$ cat src/rtl/fp_mult_issue_if.sv
// Handshake and decoded-operand bundle between the operand source, the issue
// buffer and the multiplier stage.
interface fp_mult_issue_if #(
    parameter int DEPTH = 2
);
    logic                   in_valid;
    logic                   in_ready;
    logic [31:0]            operand_a;
    logic [31:0]            operand_b;
    logic                   out_valid;
    logic                   out_ready;
    logic                   sign_p;
    logic signed [9:0]      exp_sum;
    logic [23:0]            mant_a;
    logic [23:0]            mant_b;
    logic                   special;
    logic [31:0]            special_result;
    logic [$clog2(DEPTH):0] count;

    modport master (
        output in_valid, operand_a, operand_b, out_ready,
        input  in_ready, out_valid, sign_p, exp_sum, mant_a, mant_b,
               special, special_result, count
    );

    modport slave (
        input  in_valid, operand_a, operand_b, out_ready,
        output in_ready, out_valid, sign_p, exp_sum, mant_a, mant_b,
               special, special_result, count
    );
endinterface

$ cat src/rtl/fp_mult_issue.sv
// Operand issue buffer for a single-precision multiplier: decodes and classifies
// each operand pair on entry and queues it in a small circular FIFO.
module fp_mult_issue #(
    parameter int DEPTH = 2
) (
    input  logic           clk,
    input  logic           rst_n,
    fp_mult_issue_if.slave bus
);
    localparam int          PTR_W = $clog2(DEPTH);
    localparam int          CNT_W = PTR_W + 1;
    localparam logic [31:0] QNAN  = 32'h7fc00000;

    typedef struct packed {
        logic              sign_p;
        logic signed [9:0] exp_sum;
        logic [23:0]       mant_a;
        logic [23:0]       mant_b;
        logic              special;
        logic [31:0]       special_result;
    } entry_t;

    // Denormals flush to zero, so an all-zero exponent field drops the hidden bit too.
    function automatic logic [23:0] mant_ftz(input logic [31:0] x);
        return (x[30:23] == 8'h00) ? 24'h000000 : {1'b1, x[22:0]};
    endfunction

    // Wraps freely in 10 bits; range handling belongs to the normalise stage.
    function automatic logic signed [9:0] exp_add(input logic [7:0] ea, input logic [7:0] eb);
        logic signed [9:0] sa;
        logic signed [9:0] sb;
        sa = signed'({2'b00, ea});
        sb = signed'({2'b00, eb});
        return sa + sb - 10'sd127;
    endfunction

    function automatic entry_t decode(input logic [31:0] a, input logic [31:0] b);
        entry_t e;
        logic   a_zero, b_zero, a_inf, b_inf, a_nan, b_nan;
        a_zero = (a[30:23] == 8'h00);
        b_zero = (b[30:23] == 8'h00);
        a_inf  = (a[30:23] == 8'hff) && (a[22:0] == 23'h0);
        b_inf  = (b[30:23] == 8'hff) && (b[22:0] == 23'h0);
        a_nan  = (a[30:23] == 8'hff) && (a[22:0] != 23'h0);
        b_nan  = (b[30:23] == 8'hff) && (b[22:0] != 23'h0);

        e.sign_p  = a[31] ^ b[31];
        e.exp_sum = exp_add(a[30:23], b[30:23]);
        e.mant_a  = mant_ftz(a);
        e.mant_b  = mant_ftz(b);

        if (a_nan || b_nan || (a_inf && b_zero) || (b_inf && a_zero)) begin
            e.special        = 1'b1;
            e.special_result = QNAN;
        end else if (a_inf || b_inf) begin
            e.special        = 1'b1;
            e.special_result = {e.sign_p, 8'hff, 23'h0};
        end else if (a_zero || b_zero) begin
            e.special        = 1'b1;
            e.special_result = {e.sign_p, 31'h0};
        end else begin
            e.special        = 1'b0;
            e.special_result = 32'h00000000;
        end
        return e;
    endfunction

    logic [PTR_W-1:0] wr_ptr;
    logic [PTR_W-1:0] rd_ptr;
    logic [CNT_W-1:0] count_q;
    logic             push;
    logic             pop;
    logic             vld_p1;
    entry_t           entry_p0;
    entry_t           head_p1;
    entry_t           fifo_p1 [DEPTH];

    // Stage 0: decode incoming pair
    assign entry_p0     = decode(bus.operand_a, bus.operand_b);
    assign bus.in_ready = (count_q < CNT_W'(DEPTH));
    assign push         = bus.in_valid && bus.in_ready;
    assign pop          = vld_p1 && bus.out_ready;

    always_ff @(posedge clk or negedge rst_n) begin
        if (!rst_n) begin
            wr_ptr  <= '0;
            rd_ptr  <= '0;
            count_q <= '0;
        end else begin
            if (push) wr_ptr <= wr_ptr + PTR_W'(1);
            if (pop)  rd_ptr <= rd_ptr + PTR_W'(1);
            if (push && !pop)
                count_q <= count_q + CNT_W'(1);
            else if (pop && !push)
                count_q <= count_q - CNT_W'(1);
        end
    end

    always_ff @(posedge clk) begin
        if (push) fifo_p1[wr_ptr] <= entry_p0;
    end

    // Stage 1: head entry presented; data masked to zero whenever nothing is queued
    assign vld_p1             = (count_q != '0);
    assign head_p1            = fifo_p1[rd_ptr];
    assign bus.out_valid      = vld_p1;
    assign bus.count          = count_q;
    assign bus.sign_p         = vld_p1 ? head_p1.sign_p         : 1'b0;
    assign bus.exp_sum        = vld_p1 ? head_p1.exp_sum        : 10'sd0;
    assign bus.mant_a         = vld_p1 ? head_p1.mant_a         : 24'h0;
    assign bus.mant_b         = vld_p1 ? head_p1.mant_b         : 24'h0;
    assign bus.special        = vld_p1 ? head_p1.special        : 1'b0;
    assign bus.special_result = vld_p1 ? head_p1.special_result : 32'h0;
endmodule

$ cat src/flat_wrapper.sv
// flat-port wrapper written by rule: the top's interface ports become plain ports
module fp_mult_issue_flat 
#(
    parameter int DEPTH = 2
)
  (clk, rst_n, bus_in_valid, bus_operand_a, bus_operand_b, bus_out_ready, bus_in_ready, bus_out_valid, bus_sign_p, bus_exp_sum, bus_mant_a, bus_mant_b, bus_special, bus_special_result, bus_count);
  fp_mult_issue_if #(.DEPTH(DEPTH)) bus_i ();
  input  logic clk;
  input  logic rst_n;
  input wire logic [$bits(bus_i.in_valid)-1:0] bus_in_valid;
  input wire logic [$bits(bus_i.operand_a)-1:0] bus_operand_a;
  input wire logic [$bits(bus_i.operand_b)-1:0] bus_operand_b;
  input wire logic [$bits(bus_i.out_ready)-1:0] bus_out_ready;
  output wire logic [$bits(bus_i.in_ready)-1:0] bus_in_ready;
  output wire logic [$bits(bus_i.out_valid)-1:0] bus_out_valid;
  output wire logic [$bits(bus_i.sign_p)-1:0] bus_sign_p;
  output wire logic [$bits(bus_i.exp_sum)-1:0] bus_exp_sum;
  output wire logic [$bits(bus_i.mant_a)-1:0] bus_mant_a;
  output wire logic [$bits(bus_i.mant_b)-1:0] bus_mant_b;
  output wire logic [$bits(bus_i.special)-1:0] bus_special;
  output wire logic [$bits(bus_i.special_result)-1:0] bus_special_result;
  output wire logic [$bits(bus_i.count)-1:0] bus_count;
  assign bus_i.in_valid = bus_in_valid;
  assign bus_i.operand_a = bus_operand_a;
  assign bus_i.operand_b = bus_operand_b;
  assign bus_i.out_ready = bus_out_ready;
  assign bus_in_ready = bus_i.in_ready;
  assign bus_out_valid = bus_i.out_valid;
  assign bus_sign_p = bus_i.sign_p;
  assign bus_exp_sum = bus_i.exp_sum;
  assign bus_mant_a = bus_i.mant_a;
  assign bus_mant_b = bus_i.mant_b;
  assign bus_special = bus_i.special;
  assign bus_special_result = bus_i.special_result;
  assign bus_count = bus_i.count;
  fp_mult_issue #(.DEPTH(DEPTH)) u_core (.clk(clk), .rst_n(rst_n), .bus(bus_i));
endmodule
$ cat config.mk
export PLATFORM = sky130hd
export DESIGN_NAME = fp_mult_issue_flat
export DESIGN_NICKNAME = d
export VERILOG_FILES = /design/src/rtl/fp_mult_issue_if.sv /design/src/rtl/fp_mult_issue.sv /design/src/flat_wrapper.sv
export SDC_FILE = /design/constraint.sdc
export NUM_CORES = 1
export LEC_CHECK = 0
export BUFFER_PORTS_ARGS = -buffer_cell sky130_fd_sc_hd__buf_2
export CORE_MARGIN = 4
export CORE_UTILIZATION = 59
export CTS_BUF_LIST = sky130_fd_sc_hd__clkbuf_4 sky130_fd_sc_hd__clkbuf_8
export CTS_CLUSTER_DIAMETER = 60
export DETAILED_ROUTE_END_ITERATION = 8
export PLACE_DENSITY = 0.88
export SKIP_LAST_GASP = 1
export SYNTH_ARGS = -nofsm -noshare
export SYNTH_HDL_FRONTEND = slang
export SYNTH_SLANG_ARGS = --single-unit
$ cat constraint.sdc
create_clock -name clk -period 7.96 [get_ports clk]
set_input_delay 0.796 -clock clk [delete_from_list [all_inputs] [get_ports clk]]
set_output_delay 0.796 -clock clk [all_outputs]
set_load 0.03 [all_outputs]
# Yosys cells after proc, flatten, opt, wreduce, memory -nomap -nowiden
# Memories as Yosys holds them, arrays and structs flattened.
# Index checks and enable logic that the tools add are counted.
# W data, S select, Z words.
# totals
rom_bits	0
mem_count	1
output_inout_bits	96
latch_bits	0
elab_cells	54
ram_bits	184
reg_bits	4
in_bits	68
# memory_table
memory	words	word_bits	rd	rd_ports_with_merged_regs	write_ports	line_no	text
u_core.fifo_p1	2	92	1	0	1	fp_mult_issue.sv:76	entry_t fifo_p1 [DEPTH];
# classes
n_addsub	6
reduce_logical	25
div	0
n_lt_le_gt_ge	1
mux	15
shift	0
n_eq_ne	2
bitwise	1
n_mul	0
# ops
cell	count
$mux W33	3
$mux W24	4
$logic_not A23 Y1	2
$reduce_bool A23 Y1	2
$mux W32	1
$eq A8 B8 Y1 const B	2
$logic_not A8 Y1	2
$logic_and A1 B1 Y1	10
$mux W10	1
$sub A10 B8 Y10 const B	1
$add A8 B8 Y9	1
$logic_or A1 B1 Y1	5
$mux W1	4
$mux W2	2
$reduce_bool A2 Y1	2
$add A1 B1 Y1 const B	2
$add A2 B1 Y2 const B	1
$logic_not A1 Y1	2
$lt A2 B2 Y1 const B	1
$sub A2 B1 Y2 const B	1
$xor A1 B1 Y1	1

# Depth between registers and ports, before layout
# logic_depth
depth_word	6
mapped_depth	8
mapped_depth_nobuf	8

# Worst setup path before layout
# Ideal clock, no wire load.
# synth_timing
path_type	in2reg
start	input port bus_in_valid
end	memory u_core.fifo_p1[0][22] in the netlist's numbering, enable pin
setup_slack_ns	3.600
t_arrival_ns	3.868
required_ns	7.468
path_stages	2
setup_time_ns	0.492
n_path_buf	0
cell_sequence	nor2b_1 > nor2b_1
# synth_via
elab_chain_cells	3
# synth_lines
item	line_no	text
start: declaration	flat_wrapper.sv:10	input wire logic [$bits(bus_i.in_valid)-1:0] bus_in_valid;
$logic_and A1 B1 Y1	fp_mult_issue.sv:81	assign push = bus.in_valid && bus.in_ready;
$mux W1	fp_mult_issue.sv:100	if (push) fifo_p1[wr_ptr] <= entry_p0;
$mux W1 (implied by the code)	fp_mult_issue.sv:100	
end: declaration	fp_mult_issue.sv:76	
# No other way between the ends.

# Final worst setup path
# layout_timing
start	register u_core.rd_ptr
end	output port bus_special_result[25]
# layout_via
elab_chain_cells	2
# layout_lines
item	line_no	text
start: declaration	fp_mult_issue.sv:69	logic [PTR_W-1:0] rd_ptr;
start signal: assignment	fp_mult_issue.sv:91	if (pop) rd_ptr <= rd_ptr + PTR_W'(1);
$mem_v2 Z2 W92	--	
$mux W32	fp_mult_issue.sv:113	assign bus.special_result = vld_p1 ? head_p1.special_result : 32'h0;
end: declaration	flat_wrapper.sv:21	output wire logic [$bits(bus_i.special_result)-1:0] bus_special_result;
# No other way between the ends.

==> flow_summary.ini <==
[outcome]
status = completed

[cells_and_area]
final_common_cell = buf_2
final_cell_mix = buf_2, edfxtp_1, nor2_1
drive_above_1_share_pct = 30.0
area_growth_pct = 18.6
multi_input_area_mm2 = 0.00200
nFillCells = 682
diodes = 0
nNetsFinal = 675
stdcell_area_mm2 = 0.00723
utilization_pct = 73.0
ff_latch_area_mm2 = 0.00389
fin_cells = 742

[floorplan]
die_h_um = 110
initial_utilization_pct = 61.5
chipWidth_um = 110
die_area_mm2 = 0.0120
io_pins = 164
rows = 36
core_area_mm2 = 0.00991

[clocking]
cts.sinks = 130
cts_buffers = 17
cts_buffer_depth = 2
cts_setup_buffers = 0
path_clk_slew_ns = 0.07
cts_resized = 0
cts_htree_levels = 4
clock_latency_ns = 0.43
holdBufCountCts = 0
cts_tree = built
cts-root-buf = clkbuf_8

[timing]
fin_crit_sh_pct = 41.4
relSlewSlack_pct = 26.1
grt_setup_unrepaired = false
fmax_mhz = 304
fin_hold_ws_ns = 0.159
setup_ws_ns = 4.67
finalSetupTns_ns = 0
drv_slew = 0
finalSetupViolCount = 0
worst_pin_slew_ns = 1.11
final_hold_viol_count = 0
fin_crit_ns = 3.29
skew_ns = 0.00432

[critical_path]
worst-path-buf-inv = 1
worstPathRequired_ns = 7.16
worstSetupEndpointType = primary output
cp_top_family = flip-flops
crit_arrival_ns = 2.50
path_cells = mux2i_1 > nor2_1 > buf_2
critPathSlowestCell = dfrtp_4
worst-setup-path-type = reg -> out
start_kind = flop
cp_max_fo = 64
max_stage_delay_ns = 1.17

[routing]
drtAntennaViolNets = 0
drtPass1Iterations = 4
wire_per_inst_um = 16.5
routed_wl_um = 12300
viasPerCell = 5.31
drt-initial-drc-count = 212
drc = 0
vias = 3937

[place]
hpwl_um = 8410
place_inst = 710
place_congestion = 0.851
dpl-instance-area_mm2 = 0.00680
place_ws_ns = 4.98
portBuffers = 141

[synthesis]
synth_seq_cells = 130
syn_area_per_cell_um2 = 13.3
synth_cell_types = 41
seq_area_frac_synth_pct = 63.7
synth_area_mm2 = 0.00610
netlist_instances = 458
yosysWarnings = 0

[global_routing]
grtUsageMet1_pct = 23.4
grt_usage_pct = 21.1
grtUsageMet3_pct = 5.99
grt_overflow = 0
antenna_found_initial = 1
first_global_vias = 3978
use_met2_pct = 37.9
grt_max_degree = 65
top_usage_layer = met2
grt_first_pass_wirelength_um = 18800

[power_and_ir_drop]
cellPowerDensity_mw_per_mm2 = 380
leakagePower_nw = 3.01
ir_worst_vdd_mv = 0.204
p_total_mw = 2.75

[worst_hold_path]
worstHoldPathType = in -> async

[flow_run]
maxCapViolCount = 0
[per-layer routing]
layer  vias to the layer above  wire length (µm)
met3                        22               764
met5                         -                13
met2                       128              6760
met4                         2               237
met1                      1902              4490
li1                       1883                 -
[final timing paths]
path                                           from                     end  slack, ns  depth (start not counted)
worst min-delay path                          rst_n           u_core.rd_ptr       0.16                          1
min in group clk                      u_core.wr_ptr           u_core.wr_ptr       0.54                          1
worst max register to register  u_core.bus.count[1]   u_core.fifo_p1[0][51]       5.92                          3
max in group asynchronous                     rst_n           u_core.rd_ptr       7.67                          1
worst min register to register        u_core.wr_ptr           u_core.wr_ptr       0.54                          1
worst max-delay path                  u_core.rd_ptr  bus_special_result[25]       4.67                          3
[kinds of logic (layout without fill, tap and decap cells)]
logic type,Yosys count,count (layout),synth area share [%]
simple gates,172,172,14.4
xor+xnor,17,17,2.44
other cells,1,22,0.0615
compound gates,13,13,1.62
fa+ha+maj,11,11,2.38
mux,63,63,10.3
buf+inv,51,181,5.05
flops,130,130,63.7
[worst reg2reg max path: stages, from the launching register on]
cell,delay [ns]
dfrtp_1,0.45
nor2b_1,0.31
nor2b_4,0.20
buf_4,0.66
[cells in the mapped netlist, drive strengths merged]
| master | instances | share of area [%] |
|---|---|---|
| nor3b | 1 | 0.12 |
| and3 | 2 | 0.21 |
| nor4 | 14 | 1.4 |
| or2 | 1 | 0.10 |
| o21ai | 2 | 0.16 |
| edfxtp | 126 | 62 |
| a21o | 2 | 0.25 |
| buf | 35 | 4.1 |
| nand2 | 10 | 0.62 |
| o41ai | 1 | 0.14 |
| a22o | 1 | 0.14 |
| xor2 | 10 | 1.4 |
| inv | 5 | 0.31 |
| nand3b | 1 | 0.12 |
| conb | 1 | 0.062 |
| fa | 1 | 0.33 |
| nand2b | 2 | 0.21 |
| nand3 | 4 | 0.41 |
| o2111ai | 1 | 0.14 |
| dfrtp | 4 | 1.6 |
| and3b | 1 | 0.14 |
| ha | 10 | 2.1 |
| a21oi | 2 | 0.23 |
| and4b | 1 | 0.16 |
| clkbuf | 11 | 0.68 |
| nor3 | 5 | 0.49 |
| nand4 | 7 | 0.72 |
| a22oi | 1 | 0.12 |
| o21bai | 1 | 0.18 |
| nor2 | 72 | 4.4 |
| o31ai | 1 | 0.12 |
| mux2i | 63 | 10 |
| nor2b | 2 | 0.21 |
| o211ai | 1 | 0.12 |
| xnor2 | 7 | 1.0 |
| and2 | 49 | 5.0 |
[where the power goes]
group          leakage, nW  total [mW]  switching [mW]  internal (mW)
Clock                0.208       0.592           0.249          0.343
Sequential            1.20        1.03           0.121          0.907
Combinational         1.60        1.13           0.781          0.348
[registers in the layout (all words and copies together) (netlist names)]
register	cells
u_core.fifo_p1	126
u_core.bus.count	2
u_core.wr_ptr	1
u_core.rd_ptr	1
[cell type report]
class	instances	share of cell area, %
sequential	130	53.8
multi-input combinational	298	27.7
tap	133	2.30
clock buffer	18	3.34
inverter	5	0.260
clock inverter	14	2.58
timing repair buffer	144	10.1
(Power assumes the default switching activity.)
